<file path="config.mk">
export PLATFORM = sky130hd
export DESIGN_NAME = cordic_phase_driver
export DESIGN_NICKNAME = d
export VERILOG_FILES = /design/src/rtl/cordic_pkg.sv /design/src/rtl/cordic_phase_acc.sv /design/src/rtl/cordic_phase_driver.sv
export SDC_FILE = /design/constraint.sdc
export NUM_CORES = 1
export LEC_CHECK = 0
export CAP_MARGIN = 20
export CORE_ASPECT_RATIO = 1.1
export CORE_MARGIN = 2
export CORE_UTILIZATION = 45
export CTS_CLUSTER_SIZE = 25
export DETAILED_ROUTE_END_ITERATION = 16
export GPL_TIMING_DRIVEN = 0
export HOLD_SLACK_MARGIN = 0.02
export PLACE_DENSITY = 0.76
export RECOVER_POWER = 25
export SETUP_SLACK_MARGIN = 0.2
export SLEW_MARGIN = 20
export SYNTH_ARGS = -nofsm -noshare
export SYNTH_HDL_FRONTEND = slang
export SYNTH_SLANG_ARGS = --single-unit
</file>
<file path="constraint.sdc">
create_clock -name clk -period 4.5 [get_ports clk]
set_input_delay 1.35 -clock clk [delete_from_list [all_inputs] [get_ports clk]]
set_output_delay 1.35 -clock clk [all_outputs]
set_load 0.01 [all_outputs]
</file>
<file path="src/rtl/cordic_pkg.sv">
// rtl/cordic_pkg.sv - shared widths, defaults and FSM encoding for the CORDIC phase driver
package cordic_pkg;

  localparam int ANGLE_W = 16;
  localparam int COUNT_W = 8;
  localparam int WAIT_W  = 16;

  localparam int unsigned TIMEOUT_CYCLES_DEFAULT = 40;

  typedef logic [ANGLE_W-1:0] angle_t;

  typedef enum logic [2:0] {
    IDLE,
    ISSUE,
    WAIT_CORE,
    OUTPUT,
    FINISH
  } drv_state_e;

  typedef struct packed {
    angle_t sine;
    angle_t cosine;
  } sample_t;

endpackage

</file>
<file path="src/rtl/cordic_phase_acc.sv">
// rtl/cordic_phase_acc.sv - phase accumulator; load wins over step, step wraps modulo 2^16
module cordic_phase_acc
  import cordic_pkg::*;
(
  input  logic   clk,
  input  logic   reset,
  input  logic   load_i,
  input  angle_t load_value_i,
  input  logic   step_i,
  input  angle_t inc_i,
  output angle_t acc_o
);

  angle_t acc_q;
  angle_t acc_d;

  always_comb begin
    acc_d = acc_q;
    if (load_i) begin
      acc_d = load_value_i;
    end else if (step_i) begin
      acc_d = acc_q + inc_i;
    end
  end

  always_ff @(posedge clk or posedge reset) begin
    if (reset) begin
      acc_q <= '0;
    end else begin
      acc_q <= acc_d;
    end
  end

  assign acc_o = acc_q;

endmodule

</file>
<file path="src/rtl/cordic_phase_driver.sv">
// rtl/cordic_phase_driver.sv - sequences a phase sweep through an external CORDIC core
// and hands each sine/cosine result downstream over a valid/ready handshake.
module cordic_phase_driver
  import cordic_pkg::*;
#(
  parameter int unsigned TIMEOUT_CYCLES = TIMEOUT_CYCLES_DEFAULT
) (
  input  logic               clk,
  input  logic               reset,
  input  logic               start,
  input  logic [ANGLE_W-1:0] phase_init,
  input  logic [ANGLE_W-1:0] phase_inc,
  input  logic [COUNT_W-1:0] num_samples,
  output logic [ANGLE_W-1:0] theta,
  output logic               theta_valid,
  input  logic               core_done,
  input  logic [ANGLE_W-1:0] core_sine,
  input  logic [ANGLE_W-1:0] core_cosine,
  output logic [ANGLE_W-1:0] sample_sine,
  output logic [ANGLE_W-1:0] sample_cosine,
  output logic [COUNT_W-1:0] sample_index,
  output logic               sample_valid,
  input  logic               sample_ready,
  output logic               busy,
  output logic               done,
  output logic               timeout_err
);

  localparam logic [WAIT_W-1:0] WAIT_LAST = WAIT_W'(TIMEOUT_CYCLES - 1);

  drv_state_e         state_q, state_d;
  angle_t             theta_q, theta_d;
  logic               theta_valid_q, theta_valid_d;
  sample_t            sample_q, sample_d;
  logic [COUNT_W-1:0] index_q, index_d;
  logic               sample_valid_q, sample_valid_d;
  logic               busy_q, busy_d;
  logic               done_q, done_d;
  logic               timeout_q, timeout_d;
  angle_t             inc_q, inc_d;
  logic [COUNT_W-1:0] count_q, count_d;
  logic [WAIT_W-1:0]  wait_q, wait_d;

  logic   acc_load;
  logic   acc_step;
  angle_t acc_value;
  logic   more_samples;

  cordic_phase_acc u_phase_acc (
    .clk          (clk),
    .reset        (reset),
    .load_i       (acc_load),
    .load_value_i (phase_init),
    .step_i       (acc_step),
    .inc_i        (inc_q),
    .acc_o        (acc_value)
  );

  // Index is compared one ahead because it increments on the same edge as the decision.
  assign more_samples = ({1'b0, index_q} + 9'd1) < {1'b0, count_q};

  always_comb begin
    state_d        = state_q;
    theta_d        = theta_q;
    theta_valid_d  = 1'b0;
    sample_d       = sample_q;
    index_d        = index_q;
    sample_valid_d = sample_valid_q;
    timeout_d      = timeout_q;
    inc_d          = inc_q;
    count_d        = count_q;
    wait_d         = wait_q;
    acc_load       = 1'b0;
    acc_step       = 1'b0;

    case (state_q)
      IDLE: begin
        if (start) begin
          inc_d     = phase_inc;
          count_d   = num_samples;
          timeout_d = 1'b0;
          index_d   = '0;
          acc_load  = 1'b1;
          state_d   = (num_samples == '0) ? FINISH : ISSUE;
        end
      end
      ISSUE: begin
        theta_d       = acc_value;
        theta_valid_d = 1'b1;
        wait_d        = '0;
        state_d       = WAIT_CORE;
      end
      WAIT_CORE: begin
        if (core_done) begin
          sample_d.sine   = core_sine;
          sample_d.cosine = core_cosine;
          sample_valid_d  = 1'b1;
          state_d         = OUTPUT;
        end else if (wait_q == WAIT_LAST) begin
          timeout_d = 1'b1;
          state_d   = FINISH;
        end else begin
          wait_d = wait_q + 1'b1;
        end
      end
      OUTPUT: begin
        if (sample_ready) begin
          sample_valid_d = 1'b0;
          index_d        = index_q + 1'b1;
          acc_step       = 1'b1;
          state_d        = more_samples ? ISSUE : FINISH;
        end
      end
      FINISH: begin
        state_d = IDLE;
      end
      default: begin
        state_d = IDLE;
      end
    endcase

    // Flags are registered from the next state so done lines up with the FINISH cycle.
    done_d = (state_d == FINISH);
    busy_d = (state_d != IDLE);
  end

  always_ff @(posedge clk or posedge reset) begin
    if (reset) begin
      state_q        <= IDLE;
      theta_q        <= '0;
      theta_valid_q  <= 1'b0;
      sample_q       <= '0;
      index_q        <= '0;
      sample_valid_q <= 1'b0;
      busy_q         <= 1'b0;
      done_q         <= 1'b0;
      timeout_q      <= 1'b0;
      inc_q          <= '0;
      count_q        <= '0;
      wait_q         <= '0;
    end else begin
      state_q        <= state_d;
      theta_q        <= theta_d;
      theta_valid_q  <= theta_valid_d;
      sample_q       <= sample_d;
      index_q        <= index_d;
      sample_valid_q <= sample_valid_d;
      busy_q         <= busy_d;
      done_q         <= done_d;
      timeout_q      <= timeout_d;
      inc_q          <= inc_d;
      count_q        <= count_d;
      wait_q         <= wait_d;
    end
  end

  assign theta         = theta_q;
  assign theta_valid   = theta_valid_q;
  assign sample_sine   = sample_q.sine;
  assign sample_cosine = sample_q.cosine;
  assign sample_index  = index_q;
  assign sample_valid  = sample_valid_q;
  assign busy          = busy_q;
  assign done          = done_q;
  assign timeout_err   = timeout_q;

endmodule

</file>
# After elaboration in Yosys (flattened, before gate mapping)
# Index checks and enable logic that the tools add are counted.
word_totals:
  elab_cells: 71
  ff_bits: 120
  latch_bits: 0
  ramBits: 0
  rom_bits: 0
  n_memories: 0
  inputBits: 77
op_classes:
  n_shift: 0
  n_lt_le_gt_ge: 1
  n_div: 0
  reduce_logical: 14
  mul: 0
  eq_ne: 11
  n_addsub: 4
  mux: 27
  n_bitwise: 0
op_table:
  columns: ["cell", "n"]
  rows:
  - ["16-bit 2-to-1 mux", 4]
  - ["16-bit one-hot mux with 2 select lines", 1]
  - ["3-bit 2-to-1 mux", 6]
  - ["16-bit by 1-bit adder with 16-bit output (second input constant)", 1]
  - ["16-bit adder", 1]
  - ["16-bit by 6-bit equality test with 1-bit output (second input constant)", 1]
  - ["8-bit 2-to-1 mux", 2]
  - ["8-bit one-hot mux with 2 select lines", 1]
  - ["2-bit != test (second input constant)", 6]
  - ["3-bit one-hot mux with 4 select lines", 1]
  - ["1-bit 2-to-1 mux", 10]
  - ["2-bit nonzero test", 5]
  - ["8-bit by 1-bit adder with 9-bit output (second input constant)", 1]
  - ["9-bit by 8-bit less-than comparator with 1-bit output", 1]
  - ["3-bit AND reduction", 3]
  - ["8-bit by 1-bit adder with 8-bit output (second input constant)", 1]
  - ["8-bit zero test", 1]
  - ["3-bit by 2-bit equality test with 1-bit output (second input constant)", 2]
  - ["1-bit one-hot mux with 2 select lines", 2]
  - ["2-bit AND reduction", 2]
  - ["4-bit AND reduction", 1]
  - ["3-bit by 1-bit equality test with 1-bit output (second input constant)", 1]
  - ["3-bit equality test (second input constant)", 1]
  - ["3-bit zero test", 1]
  - ["3-bit nonzero test", 1]

# Logic depth before layout (Yosys ltp)
logic_depth:
  ltp_word: 6
  mapped_depth: 10

# By module
# Synthesis repeated with hierarchy kept, for this count alone.
hier_totals:
  cells_unflattened: 520
  area_unflattened_um2: 6017.0
by_module_without_submodules:
  columns: ["mod", "cells_each", "n_inst", "area_each_um2"]
  rows:
  - ["cordic_phase_driver", 346, 1, 4520.6]
  - ["cordic_phase_acc", 174, 1, 1496.4]

# Worst setup path after synthesis
# No wires, ideal clock.
synth_timing:
  path_type: "input to register"
  startpoint: "in core_done"
  endpoint: "reg wait_q[5]"
  setup_ns: 0.078
  cell_stages: 6
  slack_ns: 1.937
  arrival_ns: 2.485
  cell_sequence: "nor2_2 > nand3_4 > or2_1 > buf_2 > or3_1 > a21oi_1"
synth_between:
  elab_chain_len: 2
synth_lines:
  columns: ["element", "line", "text"]
  rows:
  - ["start: declaration", "cordic_phase_driver.sv:16", "input logic core_done,"]
  - ["2-bit != test (no source line)", null, null]
  - ["3-bit AND reduction (no source line)", null, null]
  - ["end signal: assignment", "cordic_phase_driver.sv:153", "wait_q <= wait_d;"]
  - ["end: declaration", "cordic_phase_driver.sv:42", "logic [WAIT_W-1:0] wait_q, wait_d;"]
# No other way between the ends.
# A chain may end at the register's enable or synchronous reset.

# Worst setup path in the final report
layout_timing:
  startpoint: "in core_done"
  endpoint: "reg wait_q[15]"
# Same word-level chain as after synthesis.

==> results.ini <==
[timing]
maxSlewHeadroom=0.1202
hold_viol_final=0
max_freq_mhz=334.3
fin_crit_ns=2.992
worst_pin_slew_ns=1.313
rsz0062_at_grt=no
period_share=0.6648
maxSlewViolCount=0
clock-skew-final_ns=0.007964
fin_setup_tns_ns=0
setup_viol=0

[route]
drc_errors=0
first_pass_iters=7
viasPerCell=5.417
ant_nets=0
detail_route.wl_per_cell_um=16.60
num_vias=4924
wl_um=15090
drtIter0Drc=375

[synth]
synth-edff-count=0
netlist_area_sq_um=5773
yosys_warnings=0
synth_top_area_cell=dfrtp_1
ys_seq_area_frac=0.5202
async_flop_share=1.000
syn_nets=682
syn_area_per_cell_sq_um=9.954
yosysMostFrequentCell=nand2_1
synth_top_flop_cell=dfrtp_1
synth_top_area_share=0.5202
ys_top_cells_by_area=dfrtp_1, nand2_1, mux2_2, ha_1, o21ai_0
synthCells=580
synth_cell_types=53
ys_ff_latch=120
synthTopCellsByCount=nand2_1, dfrtp_1, o21ai_0

[power_and_ir_drop]
combPwrFrac=0.418
power_switching_w=0.001991
p_leak_nw=3.678
seqPwrFrac=0.316
p_sw_frac=0.3444
clockPowerShare=0.266
ir_drop_mv=0.3578
p_int_w=0.003791
power_density_nw_per_um2=715.8

[setup_path]
rrSetupSlack_ns=2.06
regToRegEndpoint=state_q[0]$_DFF_PP0_
path_cells=dlygate4sd3_1 -> nor2_2 -> nand3_4 -> a211oi_1 -> nand3_1 -> xor2_1 -> nor2_1
crit_path_end_kind=flip-flop
crit_type=in2reg
cp_top_family=simple AND/OR/NAND/NOR gates
r2r_start=sample_index[0]$_DFFE_PP0P_
slowest_delay_ns=0.58
cp-startpoint=core_done
critPathBufInv=1
required_ns=4.78
cp_max_fo=8
crit_end=wait_q[15]$_DFFE_PP0P_
cp_slowest_cell=dlygate4sd3_1
r2r_cells=10
path_depth=7
worstSetupStartpointType=input pin
arrival_ns=3.27

[floorplanning]
start_util=0.4586
dieArea_sq_um=13750
ios=138
num_rows=43
die_h_um=122.8
design.core.area_sq_um=12590
die_w_um=112.0

[worst_hold_path]
worstHoldPathType=reg2reg

[clocking]
postCtsSetupBuffers=0
clock-sinks=120
cts_hold_buf=0
ctsHtreeMaxLevel=4
cts.clk_slew.worst_paths_ns=0.05
clk-insertion-delay-late_ns=0.42
cts.path.max_buffers=2
ctsResizeCount=0
numCtsBuffers=17
clockRootBuffer=clkbuf_16
cts_tree=yes

[finish]
multi_input_area_sq_um=2614
layout.core_utilization=0.6416
nets=841
ff_latch_area_sq_um=3003
area_growth_pct=39.92
diodes=0
fill_cells=1032
drive_gt1_frac=0.1037

[grt]
track_usage=0.2283
grt_pass1_wl_um=24550
grt_max_degree=35
grt_pass1_vias=5031
antenna_found_initial=0
gr-total-overflow=0

[placement]
portBuffers=137
hpwlAfterDp_um=11160
globalplace.congestion=0.8823

[outcome]
status=finished, final reports clean

[job]
drv_cap=0

[through the flow]
stage                     std cells  hold WS [ns]  total power, W  setup slack (ns)  cell area (sq um)
after floorplan                 580        0.4401        0.003249             1.681               5777
after global placement          874        0.4609        0.004110            0.5800               7345
after detailed placement        877        0.4583        0.004225             1.048               7405
after CTS                       909        0.4724        0.005798             1.499               8080
after global routing            909        0.4949        0.006151             1.315               8078
final                           909        0.4726        0.005782             1.508               8078
[cell type report]
class,instances,area share
buffer,23,0.01239
inverter,15,0.007125
multi-input combinational,422,0.3236
timing repair buffer,140,0.1772
sequential,120,0.3717
tap,157,0.02432
clock buffer,25,0.06382
clock inverter,7,0.01983
[routing by layer]
layer,track usage,share of wire,vias to the layer above
met5,0,0,-
met4,0.09527,0.022,0
met3,0.05679,0.052,31
met2,0.3955,0.52,169
met1,0.2740,0.41,2399
li1,-,-,2325
[placed cells by master (no fill, tap or decap), types with 5 or more instances in the layout]
| cell type | Yosys | routed |
|---|---|---|
| mux2_2 | 32 | 32 |
| or3_1 | 5 | 5 |
| and3_1 | 7 | 7 |
| a211oi_1 | 6 | 6 |
| a22oi_1 | 5 | 5 |
| nand4_1 | 5 | 5 |
| a21o_1 | 5 | 5 |
| a21oi_1 | 28 | 28 |
| xnor2_1 | 10 | 10 |
| clkbuf_16 | 0 | 17 |
| buf_2 | 5 | 5 |
| nand2_1 | 134 | 134 |
| inv_1 | 15 | 14 |
| bufinv_16 | 0 | 5 |
| clkdlybuf4s50_1 | 0 | 135 |
| nand2b_1 | 6 | 6 |
| ha_1 | 24 | 24 |
| xor2_1 | 18 | 18 |
| clkbuf_8 | 0 | 6 |
| o21ai_0 | 39 | 39 |
| nor2_1 | 36 | 36 |
| dfrtp_1 | 120 | 120 |
| clkbuf_1 | 14 | 17 |
| nand3_1 | 12 | 12 |
[worst min-delay path by stage]
stage | start | endpoint | slack [ns] | cells past startpoint
3_5_place_dp | count_q[0]$_DFFE_PP0P_ | count_q[0]$_DFFE_PP0P_ | 0.46 | 2
2_1_floorplan | count_q[0]$_DFFE_PP0P_ | count_q[0]$_DFFE_PP0P_ | 0.44 | 2
3_3_place_gp | count_q[0]$_DFFE_PP0P_ | count_q[0]$_DFFE_PP0P_ | 0.46 | 2
6_report | count_q[0]$_DFFE_PP0P_ | count_q[0]$_DFFE_PP0P_ | 0.47 | 2
4_1_cts | count_q[0]$_DFFE_PP0P_ | count_q[0]$_DFFE_PP0P_ | 0.47 | 2
5_1_grt | count_q[0]$_DFFE_PP0P_ | count_q[0]$_DFFE_PP0P_ | 0.49 | 2
[power groups by stage]
stage	registers [W]	clock network, W	logic (W)
final	0.00183	0.00154	0.00242
after global routing	0.00188	0.00161	0.00266
after CTS	0.00182	0.00155	0.00242
after detailed placement	0.00183	0	0.00239
after global placement	0.00180	0	0.00231
after floorplan	0.00187	0	0.00138
[state kept, by name, indices dropped and copies added, names as in the netlist]
signal,cells
inc_q,16
state_q,3
theta,16
wait_q,16
sample_cosine,16
u_phase_acc.acc_o,16
timeout_err,1
sample_sine,16
done,1
sample_index,8
sample_valid,1
busy,1
count_q,8
theta_valid,1
[worst reg2reg max path, delay by kind of cell, from the launching register on]
kind | cells | cell delay [ns]
AOI/OAI and AO/OA | 4 | 0.69
adders and majority gates | 2 | 0.56
and+or+nand+nor | 3 | 0.53
DFF | 1 | 0.45
xor gates and xnor gates | 1 | 0.15
[cells by family after synthesis]
family                     share of synthesized area
and+or+nand+nor                               0.1779
DFF                                           0.5202
AOI/OAI and AO/OA                             0.1144
buffers and inverters                        0.02709
muxes                                        0.06242
xor gates and xnor gates                     0.04248
adders and majority gates                    0.05548
Note: power is estimated with default switching activity, not from simulation.
